===== src/rtl/z80_bus_cycle_gen.sv =====
// z80_bus_cycle_gen: Z80-style bus-cycle initiator.
// Converts a req/ack interface into registered memory, I/O, M1 opcode-fetch
// and refresh cycles on a Z80 bus, honoring WAIT_N and BUSRQ_N/BUSAK_N.
// All bus outputs come straight from flops; the FSM computes next values.
module z80_bus_cycle_gen #(
  parameter int IO_AUTO_WAIT = 1
) (
  input  logic        B_PHI,
  input  logic        RST_N,
  input  logic        req,
  input  logic [2:0]  op,
  input  logic [15:0] addr,
  input  logic [7:0]  wdata,
  output logic        ack,
  output logic [7:0]  rdata,
  output logic [15:0] BA,
  output logic        BA_OE,
  output logic [7:0]  BD_OUT,
  output logic        BD_OE,
  input  logic [7:0]  BD_IN,
  output logic        BMREQ_N,
  output logic        BIORQ_N,
  output logic        BRD_N,
  output logic        N_BWR,
  output logic        BM1_N,
  output logic        BRFSH_N,
  input  logic        WAIT_N,
  input  logic        BUSRQ_N,
  output logic        BUSAK_N
);

  typedef enum logic [2:0] {
    S_IDLE, S_T1, S_T2, S_TW, S_T3, S_T4, S_GRANT
  } state_t;

  // All fields active-low; packed so the idle value is all ones.
  typedef struct packed {
    logic mreq;
    logic iorq;
    logic rd;
    logic wr;
    logic m1;
    logic rfsh;
  } strb_t;

  localparam strb_t      STRB_IDLE = '1;
  localparam logic [2:0] OP_MRD    = 3'b000;
  localparam logic [2:0] OP_MWR    = 3'b001;
  localparam logic [2:0] OP_M1     = 3'b010;
  localparam logic [2:0] OP_IORD   = 3'b011;
  localparam logic [2:0] OP_IOWR   = 3'b100;
  localparam logic [1:0] AUTO_W    = 2'(IO_AUTO_WAIT);

  state_t      state, state_nx;
  logic [2:0]  cur_op, op_nx;
  logic [1:0]  wcnt, wcnt_nx;
  logic [6:0]  r_q, r_nx;
  strb_t       strb, strb_nx;
  logic [15:0] ba_nx;
  logic [7:0]  bd_out_nx, rdata_nx;
  logic        ba_oe_nx, bd_oe_nx, busak_nx, ack_nx;

  logic op_ok, is_io, is_m1, is_rd, in_wr;

  assign op_ok = (op <= OP_IOWR);
  assign in_wr = (op == OP_MWR) || (op == OP_IOWR);
  assign is_io = (cur_op == OP_IORD) || (cur_op == OP_IOWR);
  assign is_m1 = (cur_op == OP_M1);
  assign is_rd = (cur_op == OP_MRD) || (cur_op == OP_IORD);

  assign BMREQ_N = strb.mreq;
  assign BIORQ_N = strb.iorq;
  assign BRD_N   = strb.rd;
  assign N_BWR   = strb.wr;
  assign BM1_N   = strb.m1;
  assign BRFSH_N = strb.rfsh;

  // Next-state and next-output decode; every register holds unless a state says otherwise.
  always_comb begin
    state_nx  = state;
    op_nx     = cur_op;
    wcnt_nx   = wcnt;
    r_nx      = r_q;
    strb_nx   = strb;
    ba_nx     = BA;
    ba_oe_nx  = BA_OE;
    bd_out_nx = BD_OUT;
    bd_oe_nx  = BD_OE;
    busak_nx  = BUSAK_N;
    rdata_nx  = rdata;
    ack_nx    = 1'b0;
    case (state)
      S_IDLE: begin
        // A DMA master outranks a waiting requester.
        if (!BUSRQ_N) begin
          state_nx = S_GRANT;
          busak_nx = 1'b0;
          ba_oe_nx = 1'b0;
        end else if (req && op_ok) begin
          state_nx = S_T1;
          op_nx    = op;
          ba_nx    = addr;
          wcnt_nx  = 2'd0;
          if (in_wr) begin
            bd_out_nx = wdata;
            bd_oe_nx  = 1'b1;
          end
        end
      end
      S_T1: begin
        state_nx = S_T2;
        case (cur_op)
          OP_MRD:  begin strb_nx.mreq = 1'b0; strb_nx.rd = 1'b0; end
          OP_MWR:  begin strb_nx.mreq = 1'b0; strb_nx.wr = 1'b0; end
          OP_M1:   begin strb_nx.mreq = 1'b0; strb_nx.rd = 1'b0; strb_nx.m1 = 1'b0; end
          OP_IORD: begin strb_nx.iorq = 1'b0; strb_nx.rd = 1'b0; end
          default: begin strb_nx.iorq = 1'b0; strb_nx.wr = 1'b0; end
        endcase
      end
      S_T2, S_TW: begin
        // I/O gets its forced waits first; WAIT_N is only looked at afterwards.
        if (is_io && (wcnt < AUTO_W)) begin
          state_nx = S_TW;
          wcnt_nx  = wcnt + 2'd1;
        end else if (!WAIT_N) begin
          state_nx = S_TW;
        end else if (is_m1) begin
          // Opcode is taken here; MREQ stays low straight into the refresh.
          state_nx     = S_T3;
          rdata_nx     = BD_IN;
          strb_nx.rd   = 1'b1;
          strb_nx.m1   = 1'b1;
          strb_nx.rfsh = 1'b0;
          ba_nx        = {9'b0, r_q};
        end else begin
          state_nx = S_T3;
        end
      end
      S_T3: begin
        if (is_m1) begin
          state_nx     = S_T4;
          strb_nx.mreq = 1'b1;
        end else begin
          state_nx = S_IDLE;
          ack_nx   = 1'b1;
          strb_nx  = STRB_IDLE;
          bd_oe_nx = 1'b0;
          if (is_rd) rdata_nx = BD_IN;
        end
      end
      S_T4: begin
        state_nx = S_IDLE;
        ack_nx   = 1'b1;
        strb_nx  = STRB_IDLE;
        r_nx     = r_q + 7'd1;
      end
      S_GRANT: begin
        if (BUSRQ_N) begin
          state_nx = S_IDLE;
          busak_nx = 1'b1;
          ba_oe_nx = 1'b1;
        end
      end
      default: begin
        state_nx = S_IDLE;
        strb_nx  = STRB_IDLE;
      end
    endcase
  end

  // State register.
  always_ff @(posedge B_PHI or negedge RST_N) begin
    if (!RST_N) state <= S_IDLE;
    else        state <= state_nx;
  end

  // Registered bus outputs, latched op and refresh counter.
  always_ff @(posedge B_PHI or negedge RST_N) begin
    if (!RST_N) begin
      cur_op  <= OP_MRD;
      wcnt    <= 2'd0;
      r_q     <= 7'd0;
      strb    <= STRB_IDLE;
      BA      <= 16'h0000;
      BA_OE   <= 1'b1;
      BD_OUT  <= 8'h00;
      BD_OE   <= 1'b0;
      BUSAK_N <= 1'b1;
      rdata   <= 8'h00;
      ack     <= 1'b0;
    end else begin
      cur_op  <= op_nx;
      wcnt    <= wcnt_nx;
      r_q     <= r_nx;
      strb    <= strb_nx;
      BA      <= ba_nx;
      BA_OE   <= ba_oe_nx;
      BD_OUT  <= bd_out_nx;
      BD_OE   <= bd_oe_nx;
      BUSAK_N <= busak_nx;
      rdata   <= rdata_nx;
      ack     <= ack_nx;
    end
  end

endmodule


===== config.mk =====
export PLATFORM = sky130hd
export DESIGN_NAME = z80_bus_cycle_gen
export DESIGN_NICKNAME = d
export VERILOG_FILES = /design/src/rtl/z80_bus_cycle_gen.sv
export SDC_FILE = /design/constraint.sdc
export NUM_CORES = 1
export LEC_CHECK = 0
export ABC_AREA = 1
export CORE_AREA = 3 3 105 67
export CTS_BUF_LIST = sky130_fd_sc_hd__clkbuf_8
export DETAILED_ROUTE_END_ITERATION = 10
export DIE_AREA = 0 0 108 70
export PLACE_DENSITY = 0.88
export REMOVE_ABC_BUFFERS = 1
export SYNTH_ARGS = -nofsm -noshare
export SYNTH_HDL_FRONTEND = slang
export SYNTH_SLANG_ARGS = --single-unit

===== constraint.sdc =====
create_clock -name B_PHI -period 1.4 [get_ports B_PHI]
set_input_delay 0.28 -clock B_PHI [delete_from_list [all_inputs] [get_ports B_PHI]]
set_output_delay 0.28 -clock B_PHI [all_outputs]
set_load 0.005 [all_outputs]

==> results of run 1 <==
## layout make-up
type / instances / area [µm²]
repair buffers: 155 / 1400
fillers: 410 / 1560
multi-input cells: 230 / 1410
well taps: 84 / 105
flip-flops and latches: 56 / 1410
clock buffers: 5 / 68.8
clock inverters: 3 / 12.5
inverters: 29 / 111
## Yosys cell counts (all sizes together)
cell type / n
dfstp: 7
nand2: 138
nor3: 2
ha: 2
mux2: 1
buf: 6
xor2: 5
o21ai: 16
o22a: 1
inv: 29
clkbuf: 1
nand3: 37
a21oi: 3
o21bai: 2
dfrtp: 49
nand4: 5
nor2: 16
nand3b: 1
## worst paths after layout
check	end	cells after the start
worst max-delay path	BA[12]	8
worst min-delay path	cur_op[0]	3
worst max register to register	BA[12]	8
worst min register to register	BRD_N	2
max in group asynchronous	BMREQ_N	3
min in group asynchronous	cur_op[2]	3
## cells in the final DEF, fill, tap and decap left out, drive strengths merged, types with 7 or more instances in the layout
master | Yosys | layout
nand2 | 138 | 139
dfstp | 7 | 7
clkbuf | 1 | 7
o21ai | 16 | 16
dlygate4sd2 | 0 | 42
dfrtp | 49 | 49
buf | 6 | 73
inv | 29 | 31
nand3 | 37 | 37
clkdlybuf4s50 | 0 | 36
nor2 | 16 | 16
## critical path, cell delays in order (launching register included)
cell	delay [ns]
dfrtp_1	0.44
nor2_4	0.16
nand2_2	0.16
nand2_4	0.12
inv_2	0.06
nor2_8	0.20
nand2_8	0.13
nand2_4	0.10
nand2_2	0.05
## sequential cells by signal (all words and copies together), names as in the netlist
register  cells
BD_OUT        8
BIORQ_N       1
BD_OE         1
cur_op        3
BM1_N         1
BRD_N         1
BUSAK_N       1
r_q           7
ack           1
N_BWR         1
wcnt          2
BMREQ_N       1
BRFSH_N       1
BA           16
state         3
rdata         8
## per-stage QoR
stage                     instance area, µm²  TNS [ns]  total power [W]
after floorplan                         2630     -3.45          0.00512
after global placement                  3830    -11.80          0.00752
after detailed placement                3830    -14.06          0.00773
after CTS                               4320    -0.910          0.00963
after global routing                    4520     -5.77           0.0111
final                                   4520     -2.59           0.0104
## kinds of logic after synthesis
kind of cell             after synthesis  synth area share (%)
AO/OA/AOI/OAI                         22                  5.14
XOR/XNOR                               5                  1.63
adder cells (fa/ha/maj)                2                 0.934
buffers and inverters                 36                  6.02
flip-flops                            56                  52.6
multiplexers                           1                 0.420
AND/OR/NAND/NOR                      199                  33.2
## metal layers
metal | global-route usage (%) | wire length, µm | up-vias
li1 | - | - | 1332
met1 | 28.5 | 3740 | 1380
met5 | 0 | 0 | -
met4 | 10.6 | 418 | 0
met3 | 5.54 | 656 | 49
met2 | 39.4 | 4470 | 146
## power breakdown
group          internal (W)  switching [W]
logic               0.00312        0.00349
registers           0.00242       0.000497
clock network      0.000339       0.000532
## repair_timing
item                                   CTS  global route
setup endpoints to repair               82            48
pin swaps                               24            17
setup buffers                           31             9
gates cloned                             1             1
endpoints found under the hold margin   49             0
hold buffers                             1             0
resized for setup                      101            38
==> flow_metrics.py, run 1 <==
metrics = {
    "floorplanning": {
        "initial_core_util_pct": 44.1,
        "die_height_um": 70,
        "die_w_um": 108,
        "die_area_um2": 7560,
        "core_um2": 6080,
        "row_count": 22,
        "ios": 82,
    },
    "critical_path": {
        "cp_max_fo": 8,
        "worstReg2RegStart": "state[1]",
        "start_kind": "register",
        "crit_type": "reg2reg",
        "arrival_ns": 1.73,
        "worstPathRequired_ns": 1.61,
        "rrSetupSlack_ns": -0.12,
        "end_kind": "register",
        "crit_start": "state[1]",
    },
    "power": {
        "power_density_nw_per_um2": 2300,
        "p_leak_nw": 2.34,
        "vdd_ir_drop_max_mv": 0.969,
    },
    "clocking": {
        "cts_max_level": 2,
        "cts_tree": "built",
        "cts_buffers": 5,
        "clkSlewWorstSetupHoldPaths_ns": 0.10,
        "cts.sinks": 56,
        "clockRootBuffer": "clkbuf_8",
        "clock_latency_ns": 0.32,
        "clk_path_buf_depth": 2,
    },
    "worst_hold_path": {
        "hold_class": "in2reg",
        "hold_start": "op[0]",
    },
    "placed_design": {
        "dp_cells": 512,
        "gp_congestion": 0.883,
        "hpwl_mm": 5.53,
        "io_buffers": 81,
        "pre_cts_ws_ns": -0.475,
    },
    "cells_and_area": {
        "drive_gt1_share_pct": 35.1,
        "instances_no_fill": 562,
        "num_antenna_cells": 0,
        "final_util_pct": 74.3,
        "synthToLayoutAreaGrowth_pct": 68.6,
        "nets": 519,
    },
    "drt": {
        "wl_per_cell_um": 16.5,
        "detail-route-antenna-nets": 0,
        "drc": 0,
        "via_count": 2907,
        "drt-total-wl_mm": 9.28,
        "via_per_inst": 5.17,
        "dr.first_iter.drc_count": 177,
        "first_pass_iters": 5,
    },
    "synth": {
        "ys_seq_area_share_pct": 52.6,
        "avgSynthCellArea_um2": 8.35,
        "synth_top_area_share_pct": 45.8,
        "synth_top_area_cell": "dfrtp_1",
        "ys_types": 30,
        "yosysWarnings": 0,
        "syn_inst": 321,
        "netlist_area_um2": 2680,
        "ys_ff_latch": 56,
        "ys_top_cells_by_area": "dfrtp_1 46%, nand2_1 19%, dfstp_2 6.9%, nand3_1 6.7%, inv_1 3.6%",
    },
    "global_routing": {
        "grt-ovfl-total": 0,
        "grt_pass1_vias": 2925,
        "grt_pass1_wl_mm": 13.9,
        "antenna_found_initial": 0,
        "track_usage_pct": 23.4,
        "grt_max_degree": 57,
    },
    "status": {
        "violations": "setup timing",
        "status": "finished, violations left",
    },
    "timing": {
        "final-setup-viol-count": 45,
        "worst_pin_slew_ns": 0.398,
        "clock_skew_ns": 0.0152,
        "hold_viol_final": 0,
        "final.min_clock_period_ns": 1.52,
        "maxSlewViolCount": 0,
        "fin_crit_sh_pct": 109,
        "setup_slack_ns": -0.121,
        "rsz0062_at_grt": "true",
        "slew_headroom_pct": 73.2,
        "whs_ns": 0.405,
        "max_freq_ghz": 0.658,
    },
    "flow_run": {
        "maxCapViolCount": 0,
    },
}
Note: power is estimated with default switching activity, not from simulation.
==> inputs of run 2 (changes only) <==
--- a/config.mk
+++ b/config.mk
@@ -5,12 +5,12 @@
 export SDC_FILE = /design/constraint.sdc
 export NUM_CORES = 1
 export LEC_CHECK = 0
-export ABC_AREA = 1
-export CORE_AREA = 3 3 105 67
+export CORE_AREA = 3 3 97 62
 export CTS_BUF_LIST = sky130_fd_sc_hd__clkbuf_8
 export DETAILED_ROUTE_END_ITERATION = 10
-export DIE_AREA = 0 0 108 70
-export PLACE_DENSITY = 0.88
+export DIE_AREA = 0 0 100 65
+export DONT_BUFFER_PORTS = 1
+export PLACE_DENSITY = 0.77
 export REMOVE_ABC_BUFFERS = 1
 export SYNTH_ARGS = -nofsm -noshare
 export SYNTH_HDL_FRONTEND = slang
==> flow_metrics.py, run 2 <==
metrics = {
    "status": {
        "status": "finished, violations left",
        "violations": "hold timing, setup timing",
    },
    "worst_hold_path": {
        "hold_class": "in2async",
    },
    "clocking": {
        "cts.sinks": 56,
        "clkSlewWorstSetupHoldPaths_ns": 0.11,
        "clockRootBuffer": "clkbuf_8",
        "cts_tree": "built",
        "cts_max_level": 2,
        "clk_path_buf_depth": 2,
        "clock_latency_ns": 0.32,
        "cts_buffers": 5,
    },
    "drt": {
        "dr.first_iter.drc_count": 53,
        "via_count": 1866,
        "drt-total-wl_mm": 6.08,
        "first_pass_iters": 4,
        "drc": 0,
        "via_per_inst": 5.59,
        "detail-route-antenna-nets": 0,
        "wl_per_cell_um": 18.2,
    },
    "floorplanning": {
        "row_count": 20,
        "ios": 82,
        "initial_core_util_pct": 50.0,
        "die_area_um2": 6500,
        "die_height_um": 65,
        "core_um2": 5080,
        "die_w_um": 100,
    },
    "synth": {
        "synth_top_area_cell": "dfrtp_1",
        "yosysWarnings": 0,
        "ys_seq_area_share_pct": 55.5,
        "synth_edf_count": 0,
        "syn_inst": 227,
        "avgSynthCellArea_um2": 11.2,
        "synth.cells.most_frequent": "49 x dfrtp_1, 21 x inv_1, 14 x a21oi_1, 14 x o21ai_0, 13 x nand3_1",
        "synth.most_common_cell": "dfrtp_1",
        "ys_top_cells_by_area": "dfrtp_1 48%, dfstp_2 7.2%, mux2_2 4.9%, mux2_4 4.7%, inv_1 3.1%",
        "synth_top_area_share_pct": 48.2,
        "netlist_area_um2": 2540,
        "ys_ff_latch": 56,
        "ys_types": 42,
        "async_flop_share_pct": 100,
        "yosys_most_used_dff": "dfrtp_1",
    },
    "cells_and_area": {
        "regMostFlops": "BA",
        "num_antenna_cells": 0,
        "layout.cells.most_common_list": "49 x dfrtp_1, 33 x buf_4, 20 x inv_1",
        "synthToLayoutAreaGrowth_pct": 28.7,
        "layout_commonest_cell": "dfrtp_1",
        "nets": 309,
        "largest_reg_flops": 16,
        "reg_top3": "BA x16, BD_OUT x8, rdata x8",
        "final_util_pct": 64.4,
        "drive_gt1_share_pct": 44.0,
    },
    "global_routing": {
        "grt_pass1_vias": 1804,
        "grt-ovfl-total": 0,
        "grt_pass1_wl_mm": 9.09,
        "antenna_found_initial": 0,
        "track_usage_pct": 18.0,
        "grt_max_degree": 57,
    },
    "timing": {
        "slew_headroom_pct": 75.9,
        "rsz0062_at_grt": "true",
        "final.min_clock_period_ns": 2.04,
        "final-setup-viol-count": 46,
        "clock_skew_ns": 0.0175,
        "max_freq_ghz": 0.491,
        "fin_crit_sh_pct": 146,
        "maxSlewViolCount": 0,
        "setup_slack_ns": -0.639,
        "whs_ns": -0.364,
        "hold_viol_final": 56,
        "worst_pin_slew_ns": 0.361,
    },
    "critical_path": {
        "critPathMaxStageDelay_ns": 0.54,
        "crit_slowest_cell": "or4b_4",
        "crit_chain": "or4b_4 -> or3b_4 -> o21bai_4 -> mux2_4",
        "worstPathRequired_ns": 1.60,
        "cpLargestDelayFamily": "simple AND/OR/NAND/NOR gates",
        "cp.buffers_inverters": 0,
        "crit_type": "reg2reg",
        "start_kind": "register",
        "end_kind": "register",
        "arrival_ns": 2.24,
        "cp_max_fo": 8,
    },
    "power": {
        "power_density_nw_per_um2": 2200,
        "p_leak_nw": 1.50,
        "p_total_w": 0.00720,
        "vdd_ir_drop_max_mv": 1.18,
    },
    "placed_design": {
        "hpwl_mm": 3.88,
        "gp_congestion": 0.841,
        "io_buffers": 0,
    },
    "flow_run": {
        "maxCapViolCount": 0,
    },
}
==> run 2: worst paths after layout <==
path                            startpoint   endpoint  slack, ns  cells past startpoint
worst max-delay path              state[0]  BD_OUT[7]      -0.64                      4
worst min-delay path                 RST_N      BA[3]      -0.36                      0
worst max register to register    state[0]  BD_OUT[7]      -0.64                      4
worst min register to register      r_q[6]     r_q[6]       0.49                      1
max in group asynchronous            RST_N      BM1_N       1.56                      0
min in group B_PHI                addr[11]     BA[11]       0.09                      2
==> run 2: where the power goes <==
group          internal, W  switching, W
clock             0.000360      0.000537
combinational      0.00191       0.00142
sequential         0.00237      0.000604
total              0.00464       0.00256
==> run 2: layout make-up <==
| class | count | area [µm²] |
|---|---|---|
| Fill cell | 397 | 1810 |
| Sequential cell | 56 | 1410 |
| Multi-Input combinational cell | 137 | 1180 |
| Timing Repair Buffer | 46 | 423 |
| Inverter | 21 | 82.6 |
| Tap cell | 66 | 82.6 |
| Clock buffer | 5 | 68.8 |
| Clock inverter | 3 | 22.5 |
==> run 2: logic make-up after synthesis <==
logic type | count (synthesis) | share of synthesized area, %
compound gates | 53 | 13.3
xor+xnor | 8 | 2.76
fa+ha+maj | 2 | 0.984
buf+inv | 34 | 5.66
flops | 56 | 55.5
mux | 20 | 9.99
simple gates | 54 | 11.9
==> run 2: repair_timing <==
action | 4_1_cts | 5_1_grt
pin swaps | 11 | 19
endpoints found under the setup margin | 46 | 52
endpoints found under the hold margin | 56 | 56
buffers inserted | 10 | 20
gates resized for setup | 32 | 43
==> run 2: per-layer routing <==
metal	track usage, %	up-vias	wire length, µm
met1	24.1	915	2630
met4	6.05	0	55
met5	0	-	0
met3	7.10	6	604
met2	26.6	77	2790
li1	-	868	-
==> run 2: metrics by stage <==
stage	hold WS [ns]	instance area [µm²]	setup TNS (ns)	setup slack, ns	instances
after floorplan	-0.0156	2480	-30.40	-0.986	214
after global placement	-0.0144	2740	-15.44	-0.579	302
after global routing	-0.383	3270	-19.79	-0.688	334
after CTS	-0.369	3020	-18.40	-0.634	319
final	-0.364	3270	-17.19	-0.639	334
after detailed placement	-0.0144	2740	-17.51	-0.649	302
